## src/rtl/instruction_fetch.sv

```systemverilog
// instruction_fetch: fetch stage of the pipelined MIPS core.
// Owns the PC, addresses the combinational instruction memory and captures
// the returned word into the IF/ID register. Stall beats flush, jump beats
// branch, reset beats everything.
// Optional feature macro: FETCH_PERF_EN adds fetch_count / bubble_count.
module instruction_fetch #(
  parameter int          ADDR_W    = 6,
  parameter logic [31:0] RESET_PC  = 32'h0000_0000,
  parameter logic [31:0] NOP_INSTR = 32'h0000_0000
) (
  input  logic              clk,
  input  logic              reset,
  input  logic              stall,
  input  logic              flush,
  input  logic              pc_src,
  input  logic [31:0]       branch_target,
  input  logic              jump,
  input  logic [31:0]       jump_target,
  output logic [ADDR_W-1:0] imem_addr,
  input  logic [31:0]       imem_data,
  output logic [31:0]       pc,
  output logic [31:0]       if_id_instr,
  output logic [31:0]       if_id_pc_plus4,
`ifdef FETCH_PERF_EN
  output logic [31:0]       fetch_count,
  output logic [31:0]       bubble_count,
`endif
  output logic              if_id_valid
);

  logic [31:0] pc_reg;
  logic [31:0] pc_next;
  logic [31:0] pc_plus4;
  logic [31:0] if_id_instr_reg;
  logic [31:0] if_id_pc_plus4_reg;
  logic        if_id_valid_reg;

  assign pc_plus4       = pc_reg + 32'd4;
  assign imem_addr      = pc_reg[ADDR_W+1:2];
  assign pc             = pc_reg;
  assign if_id_instr    = if_id_instr_reg;
  assign if_id_pc_plus4 = if_id_pc_plus4_reg;
  assign if_id_valid    = if_id_valid_reg;

  // Next-PC select for the non-reset, non-stall case; targets are word-aligned.
  always_comb begin
    pc_next = pc_plus4;
    if (jump) begin
      pc_next = {jump_target[31:2], 2'b00};
    end else if (pc_src) begin
      pc_next = {branch_target[31:2], 2'b00};
    end
  end

  // PC register: reset, then hold on stall, else advance or redirect.
  always_ff @(posedge clk) begin
    if (reset) begin
      pc_reg <= RESET_PC;
    end else if (!stall) begin
      pc_reg <= pc_next;
    end
  end

  // IF/ID register: stall holds, flush inserts a bubble, else capture the fetch.
  always_ff @(posedge clk) begin
    if (reset) begin
      if_id_instr_reg    <= NOP_INSTR;
      if_id_pc_plus4_reg <= 32'd0;
      if_id_valid_reg    <= 1'b0;
    end else if (stall) begin
      if_id_instr_reg    <= if_id_instr_reg;
      if_id_pc_plus4_reg <= if_id_pc_plus4_reg;
      if_id_valid_reg    <= if_id_valid_reg;
    end else if (flush) begin
      if_id_instr_reg    <= NOP_INSTR;
      if_id_pc_plus4_reg <= 32'd0;
      if_id_valid_reg    <= 1'b0;
    end else begin
      if_id_instr_reg    <= imem_data;
      if_id_pc_plus4_reg <= pc_plus4;
      if_id_valid_reg    <= 1'b1;
    end
  end

`ifdef FETCH_PERF_EN
  logic [31:0] fetch_count_reg;
  logic [31:0] bubble_count_reg;

  assign fetch_count  = fetch_count_reg;
  assign bubble_count = bubble_count_reg;

  // Performance counters: valid loads into IF/ID, and stall/flush bubble cycles.
  always_ff @(posedge clk) begin
    if (reset) begin
      fetch_count_reg  <= 32'd0;
      bubble_count_reg <= 32'd0;
    end else begin
      if (!stall && !flush) begin
        fetch_count_reg <= fetch_count_reg + 32'd1;
      end
      if (stall || flush) begin
        bubble_count_reg <= bubble_count_reg + 32'd1;
      end
    end
  end
`endif

endmodule

```

## config.mk

```make
export PLATFORM = sky130hd
export DESIGN_NAME = instruction_fetch
export DESIGN_NICKNAME = d
export VERILOG_FILES = /design/src/rtl/instruction_fetch.sv
export SDC_FILE = /design/constraint.sdc
export NUM_CORES = 1
export LEC_CHECK = 0
export ABC_CLOCK_PERIOD_IN_PS = 5150
export CAP_MARGIN = 15
export CORE_AREA = 2 2 102 104
export CTS_BUF_LIST = sky130_fd_sc_hd__clkbuf_8
export DETAILED_ROUTE_END_ITERATION = 6
export DIE_AREA = 0 0 104 106
export GPL_ROUTABILITY_DRIVEN = 0
export GPL_TIMING_DRIVEN = 0
export PLACE_DENSITY = 0.83
export SYNTH_ARGS = -nofsm -noshare
export SYNTH_HDL_FRONTEND = slang
export SYNTH_SLANG_ARGS = --single-unit
```

## constraint.sdc

```tcl
create_clock -name clk -period 5.15 [get_ports clk]
set_input_delay 1.03 -clock clk [delete_from_list [all_inputs] [get_ports clk]]
set_output_delay 1.03 -clock clk [all_outputs]
set_load 0.005 [all_outputs]
```

==> run summary <==
=================================================================================================
Cts repair resizes                                                                              0
Maximum buffer depth of the clock tree                                                          2
Count of maximum capacitance violations                                                         0
Buf+Inv Stages, Crit Path                                                                       3
Combinational family with the most area after synthesis                              compound AO/OA/AOI/OAI gates
Max FFs per register                                                                           32
Global-route wire length before repair                                                   25200 µm
Sequential cell area fraction in the yosys report                                           0.426
CP endpoint kind                                                                             flop
Crit Path Class                                                                         in -> reg
Total CTS buffers                                                                               9
Number of enable-type register cells in the synthesized netlist                                 0
Area of the core                                                                       0.0100 mm²
Xor/xnor cell area share of the yosys netlist                                              0.0436
I/O pin count                                                                                 205
Number of global-route vias before repair                                                    4854
Top achievable clock speed                                                              0.334 GHz
RSZ-0062 raised after global routing                                                           no
Net switching component of the power                                                       467 µW
Flop pwr share                                                                              0.487
Initial antenna violation count                                                                 0
Family with the most delay on the worst path                                         buffers and inverters
Required arrival time at the worst endpoint                                               5.44 ns
Power per standard cell area                                                           243 mW/mm²
Share of cells above drive strength 1                                                      0.0623
Tightest Pin Transition                                                                  0.688 ns
CTS tree                                                                                      yes
Relative contribution of the clock network to total power                                   0.324
Pint                                                                                      1180 µW
Final Max Tran Viols                                                                            0
CP peak stage delay                                                                       0.52 ns
Via count of the routed design                                                               4960
First DRT Iteration DRCs                                                                      436
Post-synthesis compound-gate area fraction                                                  0.267
Antenna Cells                                                                                   0
Switch share                                                                                0.284
Synth top area share                                                                        0.426
GR Util All Layers                                                                          0.286
Worst setup skew after layout                                                           0.0128 ns
Pwr Total                                                                                 1650 µW
Adder and majority gate portion of the synthesized area                                   0.00283
Post-Synthesis Mean Instance Area                                                        9.01 µm²
Arr. time, crit path                                                                      3.29 ns
Classification of the worst-slack hold path                                            reg -> reg
Yosys warning total                                                                             0
Count of final setup violators                                                                  0
Floorplan die width                                                                        104 µm
Post-CTS setup buffers                                                                          0
Fraction of synthesized area in multiplexers                                               0.0226
Number of distinct library cell variants in the gate-level netlist after synthesis             59
Biggest area contributors in the synthesized netlist                                 dfxtp_1, a22o_1, o21ai_0
Remaining number of nets flagged by the antenna check after routing                             0
Maximum level of the CTS H-tree                                                                 3
Part of the total power dissipated in combinational logic                                   0.188
Detailed Routing Iterations Pass 1                                                              5
Utilization after layout                                                                    0.679
Clock tree root buffer cell                                                              clkbuf_8
Peak supply drop                                                                         0.195 mV
Total wire length                                                                        16300 µm
Hold buffers post-CTS                                                                           0
Hold Vio Cnt, Final                                                                             0
Clock Pin Slew Worst Setup and Hold Paths                                                 0.10 ns
Layout Nets                                                                                   804
Largest fanout of any net on the critical path                                                 10
Layout Area Growth over Synthesis                                                           53.5%
Async set-reset flop share out of synthesis                                                     0
Post-route clock period utilization                                                         0.582
Synth Register Bits                                                                            94
Final-layout fill cell count                                                                  833
Overall die area                                                                       0.0110 mm²
Maximum number of pins on one net before global-route repair                                   19
Area fraction in and, or, nand and nor cells after synthesis                                0.175
Average via count per standard cell                                                          5.89
Master of the slowest instance on the critical path                                      clkbuf_1
# port buffers                                                                                198
Outcome                                                                              finished, final reports clean
Crit path time final                                                                      3.00 ns
Cells traversed along the worst timing path                                          clkdlybuf4s50_1 -> clkinv_1 -> nand2_1 -> nor2_1 -> clkbuf_1 -> nand3_1 -> o211ai_1
Cell area after technology mapping                                                    0.00442 mm²
Remaining max-slew budget at the tightest pin                                               0.541
Initial standard-cell utilization of the core                                               0.442
Later-pin clock latency in the skew report                                                0.38 ns
GRT Residual Overflow                                                                           0
Placement Rows                                                                                 37
DR WL/cell                                                                                19.3 µm
Number of sinks driven by the clock tree                                                       94
Post-synth top area cell                                                                  dfxtp_1
Most common flop cell mapped by yosys                                                     dfxtp_1
Number of design rule violations left after detail routing                                      0
Leakage power total                                                                    0.00256 µW
Cell count after synthesis                                                                    491
Final HPWL DP                                                                            12300 µm
Die extent in y                                                                            106 µm
Total Negative Setup Slacks                                                                  0 ns
Critical Path Source Type                                                              input port
=================================================================================================
==> tightest hold or removal path, cell delays in order, from the launching register on <==
cell     delay [ns]
dfxtp_1        0.32
nand2_1        0.05
nand2_1        0.04
==> cells in the final DEF, fill, tap and decap left out, types with 16 or more instances in the layout <==
cell type | synthesis | layout
clkbuf_1 | 24 | 24
nor3_1 | 16 | 16
nand3_1 | 16 | 16
clkdlybuf4s50_1 | 0 | 198
nor2_1 | 25 | 25
o21ai_0 | 45 | 45
a21oi_1 | 17 | 17
dfxtp_1 | 94 | 94
nand2_1 | 49 | 49
a22o_1 | 40 | 40
==> worst paths after layout <==
kind | startpoint | end | slack (ns) | cells after the start
max reg2reg | pc[4]$_SDFFE_PP0N_ | pc[17]$_SDFFE_PP0N_ | 2.87 | 5
max | reset | if_id_pc_plus4[27]$_SDFFE_PP0N_ | 2.15 | 7
min | if_id_valid$_SDFFE_PP0N_ | if_id_valid$_SDFFE_PP0N_ | 0.45 | 2
min reg2reg | if_id_valid$_SDFFE_PP0N_ | if_id_valid$_SDFFE_PP0N_ | 0.45 | 2
==> cell usage after synthesis (3+ instances only) <==
library cell  count
o211ai_1          8
and3_1            9
a22oi_1           4
a221oi_1          6
o21a_1            4
nor3_1           16
a222oi_1          6
xor2_1           10
buf_4            10
or3_1             3
nand4_1           8
a221o_1           3
nand2_1          49
and4_1            4
nor2_1           25
buf_6             4
a22o_1           40
inv_1             4
a31oi_1           3
nor4_1            5
nand3_1          16
o22ai_1           5
o211a_1           3
clkbuf_1         24
mux2i_1          10
a21oi_1          17
o21ai_0          45
o221a_2           3
a2bb2oi_1         3
and2_1            4
xnor2_1          12
dfxtp_1          94
==> area by class of cell <==
type                    count  area [µm²]  area share
plain buffers              42         248      0.0365
clock buffers               9         124      0.0183
clock inverters             7        85.1      0.0125
inverters                   7        26.3     0.00387
multi-input cells         349        2270       0.334
flip-flops and latches     94        1880       0.277
well taps                 136         170      0.0251
repair buffers            198        1980       0.292
==> cells by family after synthesis <==
group | count (synthesis)
simple gates | 149
compound gates | 165
mux | 10
flops | 94
other cells | 1
fa+ha+maj | 1
xor+xnor | 22
buf+inv | 49
==> power groups by stage <==
stage	combinational (µW)	sequential, µW	clock (µW)
floorplan	115	812	0
global placement	299	816	0
detailed placement	305	818	0
CTS	307	802	532
global route	329	809	564
finish	310	803	535
==> metrics by stage <==
stage | worst slack [ns] | instances | hold slack (ns) | area [µm²]
after floorplan | 3.07 | 492 | 0.439 | 4430
after global placement | 1.88 | 826 | 0.432 | 6580
after detailed placement | 1.83 | 826 | 0.437 | 6580
after CTS | 2.20 | 842 | 0.453 | 6790
after global routing | 2.03 | 842 | 0.491 | 6790
final | 2.15 | 842 | 0.452 | 6790
==> metal layers <==
layer / up-vias / share of wire / wire length [µm] / global-route usage
li1: 2253 / - / - / -
met1: 2330 / 0.38 / 6170 / 0.355
met2: 338 / 0.51 / 8220 / 0.498
met3: 39 / 0.094 / 1530 / 0.0546
met4: 0 / 0.020 / 329 / 0.0975
met5: - / 0 / 0 / 0
Power figures use the tool's default switching activity.
